[src/rtl/t48_timer.sv]
// -----------------------------------------------------------------------------
// t48_timer
// 8-bit timer / event counter of the T48 core.
//   TIMER   : counter advances once every 2^PRESCALE_W machine cycles.
//   COUNTER : counter advances on each falling edge of T1, sampled once per
//             machine cycle.
//   STOP    : counter and prescaler hold.
// The counter is loaded by MOV T,A (write_timer_i) and read by MOV A,T
// (data_o). overflow_o pulses for one enabled cycle on every FF->00 wrap and
// feeds the interrupt controller directly.
//
// Ports
//   clk_i           core clock
//   res_i           asynchronous reset, active-high
//   en_clk_i        core clock enable; qualifies every state update
//   clk_mstate_i    machine state 0..4; state 2 is the per-cycle tick
//   t1_i            T1 pin, already synchronised
//   start_timer_i   STRT T
//   start_counter_i STRT CNT
//   stop_tcnt_i     STOP TCNT
//   write_timer_i   MOV T,A; load counter from data_i
//   data_i          load value
//   data_o          current counter value
//   overflow_o      counter wrapped FF->00
// -----------------------------------------------------------------------------
module t48_timer #(
    parameter int PRESCALE_W = 5
) (
    input  logic       clk_i,
    input  logic       res_i,
    input  logic       en_clk_i,
    input  logic [2:0] clk_mstate_i,
    input  logic       t1_i,
    input  logic       start_timer_i,
    input  logic       start_counter_i,
    input  logic       stop_tcnt_i,
    input  logic       write_timer_i,
    input  logic [7:0] data_i,
    output logic [7:0] data_o,
    output logic       overflow_o
);

    typedef enum logic [1:0] {
        MODE_STOP    = 2'b00,
        MODE_TIMER   = 2'b01,
        MODE_COUNTER = 2'b10
    } mode_t;

    localparam logic [PRESCALE_W-1:0] PRE_ONE = {{(PRESCALE_W-1){1'b0}}, 1'b1};

    mode_t                 r_mode;
    logic [7:0]            r_cnt;
    logic [PRESCALE_W-1:0] r_pre;
    logic                  r_t1;
    logic                  r_ovf;

    logic w_tick;
    logic w_cmd;
    logic w_inc;

    // Tick strobe and increment request for the current enabled cycle.
    // A cycle carrying a mode command does no counting: the command owns it.
    always_comb begin
        w_tick = en_clk_i & (clk_mstate_i == 3'b010);
        w_cmd  = stop_tcnt_i | start_counter_i | start_timer_i;
        w_inc  = 1'b0;
        if (w_tick && !w_cmd) begin
            case (r_mode)
                MODE_TIMER:   w_inc = &r_pre;
                MODE_COUNTER: w_inc = r_t1 & ~t1_i;
                MODE_STOP:    w_inc = 1'b0;
                default:      w_inc = 1'b0;
            endcase
        end else begin
            w_inc = 1'b0;
        end
    end

    // Mode, prescaler, T1 history, counter and overflow state.
    always_ff @(posedge clk_i or posedge res_i) begin
        if (res_i) begin
            r_mode <= MODE_STOP;
            r_cnt  <= 8'h00;
            r_pre  <= '0;
            r_t1   <= 1'b0;
            r_ovf  <= 1'b0;
        end else if (en_clk_i) begin
            // Mode commands: stop > start_counter > start_timer.
            if (stop_tcnt_i) begin
                r_mode <= MODE_STOP;
                if (w_tick) begin
                    r_t1 <= t1_i;
                end
            end else if (start_counter_i) begin
                r_mode <= MODE_COUNTER;
                r_t1   <= t1_i;          // fresh history: no spurious edge
            end else if (start_timer_i) begin
                r_mode <= MODE_TIMER;
                r_pre  <= '0;
            end else if (w_tick) begin
                case (r_mode)
                    MODE_TIMER:   r_pre <= r_pre + PRE_ONE;   // wraps at all-ones
                    MODE_COUNTER: r_t1  <= t1_i;
                    MODE_STOP:    r_t1  <= t1_i;
                    default:      r_mode <= MODE_STOP;        // illegal encoding
                endcase
            end

            // A write wins over a same-cycle increment and drops its overflow.
            if (write_timer_i) begin
                r_cnt <= data_i;
                r_ovf <= 1'b0;
            end else if (w_inc) begin
                r_cnt <= r_cnt + 8'd1;
                r_ovf <= (r_cnt == 8'hFF);
            end else begin
                r_ovf <= 1'b0;
            end
        end
    end

    assign data_o     = r_cnt;
    assign overflow_o = r_ovf;

endmodule

[config.mk]
export PLATFORM = sky130hd
export DESIGN_NAME = t48_timer
export DESIGN_NICKNAME = d
export VERILOG_FILES = /design/src/rtl/t48_timer.sv
export SDC_FILE = /design/constraint.sdc
export NUM_CORES = 1
export LEC_CHECK = 0
export ABC_AREA = 1
export CELL_PAD_IN_SITES_DETAIL_PLACEMENT = 1
export CELL_PAD_IN_SITES_GLOBAL_PLACEMENT = 1
export CORE_MARGIN = 2
export CORE_UTILIZATION = 31
export CTS_CLUSTER_SIZE = 8
export DETAILED_ROUTE_END_ITERATION = 16
export PLACE_DENSITY = 0.8
export SLEW_MARGIN = 15
export SYNTH_ARGS = -nofsm -noshare
export SYNTH_HDL_FRONTEND = slang
export SYNTH_SLANG_ARGS = --single-unit
[constraint.sdc]
create_clock -name clk_i -period 1.46 [get_ports clk_i]
set_input_delay 0.292 -clock clk_i [delete_from_list [all_inputs] [get_ports clk_i]]
set_output_delay 0.292 -clock clk_i [all_outputs]
set_load 0.1 [all_outputs]
== Yosys cells after proc, flatten, opt, wreduce, memory -nomap -nowiden ==
Cells that the tools add are included.
Storage, ports and cells
  register bits after elaboration: 17
  input bits: 19
  output and inout port bits: 9
  word-level logic and storage cells: 57
Cells by class
  $add $sub $neg: 2
  eq/ne operators: 7
  muxes and demuxes: 20
  bitwise logic cells: 7
  reductions and logical operators: 16
Operators by type and width (number)
  $mux 8: 2
  $mux 5: 3
  $reduce_and 5->1: 3
  $mux 2: 5
  $mux 1: 9
  $add 8x1->8 const B: 1
  $eq 8x8->1 const B: 1
  $reduce_bool 2->1: 4
  $add 5x1->5 const B: 1
  $ne 4x1->1 const B: 1
  $reduce_bool 4->1: 1
  $eq 3x2->1 const B: 1
  $ne 3x1->1 const B: 1
  $not 1->1: 3
  $reduce_and 3->1: 1
  $reduce_bool 3->1: 1
  $reduce_or 3->1: 1
  $and 1x1->1: 2
  $eq 2x1->1 const B: 1
  $eq 2x2->1 const B: 1
  $logic_not 2->1: 1
  $ne 2x1->1 const B: 1
  $or 1x1->1: 2
  $pmux 1 s2: 1
  other kinds (4): 4

== Longest topological paths before layout ==
Gate-level depths: netlist (run 1).
  depth in word-level cells: 7
  gate-level depth with buffers: 11

== Least setup slack after synthesis (run 1) ==
No wires, ideal clock.
  path kind: reg-to-reg
  from: reg r_cnt[0] (netlist: data_o[0])
  to: reg r_cnt[6] (netlist: data_o[6])
  library setup time: 120 ps
  arrival time: 1827 ps
  path slack: -487 ps
  stages on the path, launching flop included: 9
  period minus slack after synthesis: 1947 ps
  path through: dfrtp_1 -> ha_1 -> nand2_1 -> nor2_1 -> nand3_1 -> nand3_1 -> nand2_1 -> nand3_1 -> nand2_1
Between the ends
  cells in the longest elaborated chain, start to end: 3
Ends and longest elaborated chain
  from (decl): line 52  | logic [7:0] r_cnt;
  from (signal assigned): line 111  | r_cnt <= data_i;
  from (signal assigned): line 114  | r_cnt <= r_cnt + 8'd1;
  $add 8x1->8: line 114
  $mux 8: line 113  | end else if (w_inc) begin
  $mux 8: line 110  | if (write_timer_i) begin
No other way between the ends. The select of a mux whose other input is x is not followed.
A chain may end at the register's enable or synchronous reset.

== Worst setup path after layout (run 1) ==
  from: reg r_pre[0]
  to: reg r_cnt[5] (netlist: data_o[5])
Between the ends
  cells in the longest elaborated chain, start to end: 5
Ends and longest elaborated chain
  from (decl): line 53  | logic [PRESCALE_W-1:0] r_pre;
  from (signal assigned): line 102  | MODE_TIMER: r_pre <= r_pre + PRE_ONE;
  $reduce_and 5->1: line 69  | MODE_TIMER: w_inc = &r_pre;
  $pmux 1 s2: line 68  | case (r_mode)
  $mux 1: line 67  | if (w_tick && !w_cmd) begin
  $reduce_bool 2->1 (no source line)
  $reduce_and 2->1 (no source line)
No other way between the ends.

==> results of run 1 <==
==> timing repair <==
item	in CTS	in global routing
cloned	1	0
pin swaps	6	3
hold endpoints to repair	0	0
resized for setup	4	6
setup buffers	3	0
setup endpoints to repair	8	9
==> logic make-up after synthesis <==
| family | synth area share, % |
|---|---|
| AOI/OAI and AO/OA | 6.718 |
| buffers and inverters | 6.283 |
| and+or+nand+nor | 41.06 |
| adders and majority gates | 7.584 |
| DFF | 36.84 |
| xor gates and xnor gates | 1.517 |
==> synth_stat cells, drive strengths merged <==
library cell  count  area, sq um
nand2            61        246.5
nand3            26        130.1
dfrtp            17        425.4
inv              17        63.81
nor2             14        62.56
o21ai             8        40.04
ha                7        87.58
nor3              2        15.01
o21bai            2        15.01
a21oi             1        8.760
buf               1        5.000
clkbuf            1        3.750
nand2b            1        6.260
nand3b            1        7.510
o211ai            1        7.510
o22ai             1        6.260
or2               1        6.260
xnor2             1        8.760
xor2              1        8.760
==> power by group through the flow <==
stage | sequential [uW] | clock, uW | combinational [uW]
finish | 639 | 370 | 762
global route | 652 | 396 | 810
CTS | 638 | 364 | 758
detailed placement | 645 | 0 | 745
global placement | 642 | 0 | 723
floorplan | 877 | 0 | 184
==> layer usage <==
| metal | up-vias | wire, um | GRT usage [%] |
|---|---|---|---|
| met1 | 624 | 1622 | 22.98 |
| met3 | 4 | 112 | 3.993 |
| li1 | 617 | - | - |
| met5 | - | 0 | 0 |
| met4 | 0 | 42 | 5.208 |
| met2 | 22 | 1975 | 35.18 |
==> final cells by class <==
class	instances	area share (%)
Clock buffer	4	2.473
Inverter	17	3.503
Multi-Input combinational cell	129	39.49
Sequential cell	17	24.18
Tap cell	48	3.297
Timing Repair Buffer	43	27.06
==> metrics by stage <==
step / hold slack (ns) / TNS (ns) / util, %
2_1_floorplan: 0.2177 / 0 / -
3_3_place_gp: 0.4765 / -1.814 / 46.69
3_5_place_dp: 0.4917 / -3.195 / 46.69
4_1_cts: 0.3558 / -0.7353 / 49.35
5_1_grt: 0.3641 / -1.939 / 50.14
6_report: 0.3446 / -0.9880 / 50.14
==> critical path, cell delays in order, from the launching register on <==
cell and delay [ns]:
dfrtp_1 0.35, ha_2 0.19, nand2_2 0.06, nor2_2 0.09, ha_2 0.18, nand2_2 0.07
nand2_2 0.09, nand3_4 0.10, nand2_4 0.14, buf_12 0.11, nand3_1 0.08, nand2_1 0.07
==> worst max-delay path by stage <==
stage,from,end,slack [ns],depth (start not counted)
4_1_cts,r_pre[1],data_o[2],-0.10,11
6_report,r_pre[0],data_o[5],-0.14,11
3_5_place_dp,stop_tcnt_i,data_o[2],-0.28,9
5_1_grt,r_pre[1],data_o[2],-0.24,11
3_3_place_gp,stop_tcnt_i,data_o[7],-0.18,9
2_1_floorplan,r_pre[0],data_o[5],0.03,11
==> state kept, by name (all words and copies together) (netlist names) <==
register    cells
data_o          8
overflow_o      1
r_mode          2
r_pre           5
r_t1            1
==> results.toml, run 1 <==
[routing]
detail_route.wl_per_cell_um = 14.55
drc = 0
dr.pass1.iters = 4
wirelength_mm = 3.753
ant_nets = 0
via_per_inst = 4.911
vias = 1267
drt_iter0_markers = 37

[synth]
seq_area_frac_synth_pct = 36.84
avgSynthCellArea_sq_um = 7.042
ys_warn_count = 0
synth_cells = 164
syn-cell-area_sq_um = 1155
ys_types = 25
synth_nets = 190
synth_seq_cells = 17

[critical_path]
path_class = "reg -> reg"
start_kind = "register"
cp.arrival_ns = 1.80
cp_max_fo = 4
r2r-end = "data_o[5]"
endpoint_kind = "register"
regToRegSetupSlack_ns = -0.14
timing.rr.start = "r_pre[0]"
reg2reg_depth = 11
cp.required_ns = 1.66

[power_and_ir_drop]
power.switching_uw = 738.5
seqPwrFrac_pct = 36.1
swShare_pct = 41.72
leakagePower_uw = 0.0008594
combinationalPowerShare_pct = 43.0
total_power_uw = 1770
p_int_uw = 1032
ir_drop_uv = 498.0
pwr-share-clk_pct = 20.9
pwr_density_cell_nw_per_um2 = 971.7

[final_layout]
final_area_sq_um = 1822
multiInputGateArea_sq_um = 719.4
n_antenna_cell = 0
nNetsFinal = 237
stdcell_count = 258
areaGrowthSynthToFinish_pct = 57.75
drive_gt1_share_pct = 27.14
fill_cells = 472
mostFrequentLayoutCell = "nand2_1"
final_cell_mix = "54 x nand2_1, 24 x nand3_1, 18 x clkdlybuf4s50_1, 15 x inv_1, 15 x buf_4"
seqCellArea_sq_um = 440.4

[clocking]
clock_latency_ns = 0.26
clk_path_buf_depth = 2
cts_tree = "built"
htree_levels = 1
hold_buffers = 0
cts_buffers = 3
clkSlewWorstSetupHoldPaths_ns = 0.07
clock-sinks = 17
cts_root_buf = "clkbuf_8"

[sta]
relSlewSlack_pct = 82.78
skew_ns = 0.002059
setup_slack_ns = -0.1429
finalCritPeriodShare_pct = 109.8
final.min_clock_period_ns = 1.603
max_clock_freq_mhz = 623.9
maxSlewViolCount = 0
rsz0062_at_grt = "yes"
setup_viol = 8
finalHoldViolCount = 0
worstMarginPinSlew_ns = 0.2556

[grt]
grt_use_total_pct = 19.34
antenna_found_initial = 0
grt_max_degree = 18
grt_pass1_vias = 1398
grt_pass1_wl_mm = 6.417
gr-total-overflow = 0

[floorplanning]
core_area_sq_um = 3633
start_util_pct = 31.78
die-area_sq_um = 4230
die_h_um = 65.04
io_pins = 28
die_w_um = 65.04
num_rows = 22

[run_status]
status = "complete, but fails checks"
failed_checks = "setup timing"

[placement]
place_ws_ns = -0.2805
globalplace.congestion = 0.8290
dp_cells = 250
place_area_sq_um = 1697
place_hpwl_mm = 2.788
port_buffers = 27

[job]
cap_violations = 0

[hold_path]
min_path_type = "in -> async"
(Power assumes the default switching activity.)
==> inputs of run 2 (changes only) <==
Settings changed: SKIP_CTS_REPAIR_TIMING from default to 1.
==> results.toml, run 2 (synthesis results as in run 1) <==
[final_layout]
largest_reg_flops = 8
drive_gt1_share_pct = 26.67
stdcell_count = 258
nNetsFinal = 237
areaGrowthSynthToFinish_pct = 56.45
n_antenna_cell = 0
mostFrequentLayoutCell = "nand2_1"
final_cell_mix = "54 x nand2_1, 25 x nand3_1, 18 x clkdlybuf4s50_1, 16 x buf_4, 15 x inv_1"
post-route-util_pct = 49.72

[routing]
dr.pass1.iters = 4
via_per_inst = 4.868
detail_route.wl_per_cell_um = 13.86
vias = 1256
drt_iter0_markers = 45
ant_nets = 0
wirelength_mm = 3.577
drc = 0

[sta]
setup_viol = 8
worstMarginPinSlew_ns = 0.2600
skew_ns = 0.005089
setup_slack_ns = -0.1366
rsz0062_at_grt = "yes"
max_clock_freq_mhz = 626.3
final.min_clock_period_ns = 1.597
relSlewSlack_pct = 82.48
maxSlewViolCount = 0
finalCritPeriodShare_pct = 109.4
finalHoldViolCount = 0
tns_ns = -1.047

[grt]
grt_pass1_vias = 1346
busiest_layer = "met2"
use_met2_pct = 33.12
grt_max_degree = 18
grt_use_total_pct = 18.18
use_met1_pct = 21.06
grt_pass1_wl_mm = 6.016
gr-total-overflow = 0
grt_util_met3_pct = 4.340
antenna_found_initial = 0

[clocking]
cts_root_buf = "clkbuf_8"
cts_buffers = 3
clkSlewWorstSetupHoldPaths_ns = 0.07
clock-sinks = 17
cts_tree = "built"
clock_latency_ns = 0.26
clk_path_buf_depth = 2
htree_levels = 1

[run_status]
status = "complete, but fails checks"
failed_checks = "setup timing"

[placement]
port_buffers = 27
place_hpwl_mm = 2.788
dp_cells = 250
globalplace.congestion = 0.8290

[critical_path]
cp.arrival_ns = 1.79
cp.required_ns = 1.66
cp_num_buf_inv = 1
crit_path_max_incr_delay_ns = 0.36
crit_path_cell_trace = "ha_2 > nand2_2 > nor2_2 > ha_2 > nand2_1 > nand2_1 > nand3_2 > nand2_4 > buf_6 > nand3_1 > nand2_1"
crit_family = "simple AND/OR/NAND/NOR gates"
path_common_cell = "nand2_1"
crit_path_top_delay_cell = "dfrtp_1"
cp_max_fo = 8
endpoint_kind = "register"
start_kind = "register"
path_class = "reg -> reg"

[floorplanning]
die_h_um = 65.04
num_rows = 22
start_util_pct = 31.78
core_area_sq_um = 3633
die_w_um = 65.04
io_pins = 28
die-area_sq_um = 4230

[power_and_ir_drop]
leakagePower_uw = 0.0008566
ir_drop_uv = 562.7
pwr_density_cell_nw_per_um2 = 974.2
total_power_uw = 1760

[job]
cap_violations = 0

[hold_path]
min_path_type = "in -> async"
==> run 2: changes by cell type in the layout (fill, tap and decap cells not counted) <==
cell	change
nand2_2	-1
nand3_1	+1
o21ai_0	-1
nand3_4	-1
nor2_2	-1
o21ai_1	+1
nor2_4	+1
buf_4	+1
buf_12	-1
buf_6	+1
==> run 2: worst register-to-register path: cells and delay by family (launching register included) <==
family / cells / cell delay, ns
flops: 1 / 0.36
fa+ha+maj: 2 / 0.37
buf+inv: 1 / 0.12
simple gates: 8 / 0.70
==> run 2: metrics by stage <==
stage | cell area [sq um] | hold WS, ns | worst slack [ns]
floorplan | 1187 | 0.2177 | 0.03005
global placement | 1697 | 0.4765 | -0.1806
detailed placement | 1697 | 0.4917 | -0.2805
CTS | 1742 | 0.3558 | -0.1639
global route | 1807 | 0.3616 | -0.2479
finish | 1807 | 0.3430 | -0.1366
==> run 2: power by group <==
| group | switching, uW | internal (uW) |
|---|---|---|
| sequential | 103 | 538 |
| combinational | 458 | 300 |
| clock | 168 | 194 |
| total | 729 | 1030 |
==> run 2: final cells by class <==
class	count	area [sq um]
multi-input cells	128	705.7
flip-flops and latches	17	440.4
clock buffers	4	45.04
inverters	17	63.81
repair buffers	44	491.7
well taps	48	60.06
fillers	465	1827
==> run 2: final timing paths <==
check	from	to	slack, ns	depth (start not counted)
min in group clk_i	r_t1	r_t1	0.50	2
setup / recovery	r_pre[1]	data_o[5]	-0.14	11
hold / removal	res_i	r_pre[4]	0.34	3
setup reg to reg	r_pre[1]	data_o[5]	-0.14	11
max in group asynchronous	res_i	data_o[0]	0.90	3
hold reg to reg	r_t1	r_t1	0.50	2
==> run 2: layer usage <==
layer  vias to the layer above  wire length [um]
li1                        618                 -
met1                       607              1522
met2                        27              1867
met3                         4               140
met4                         0                46
met5                         -                 0
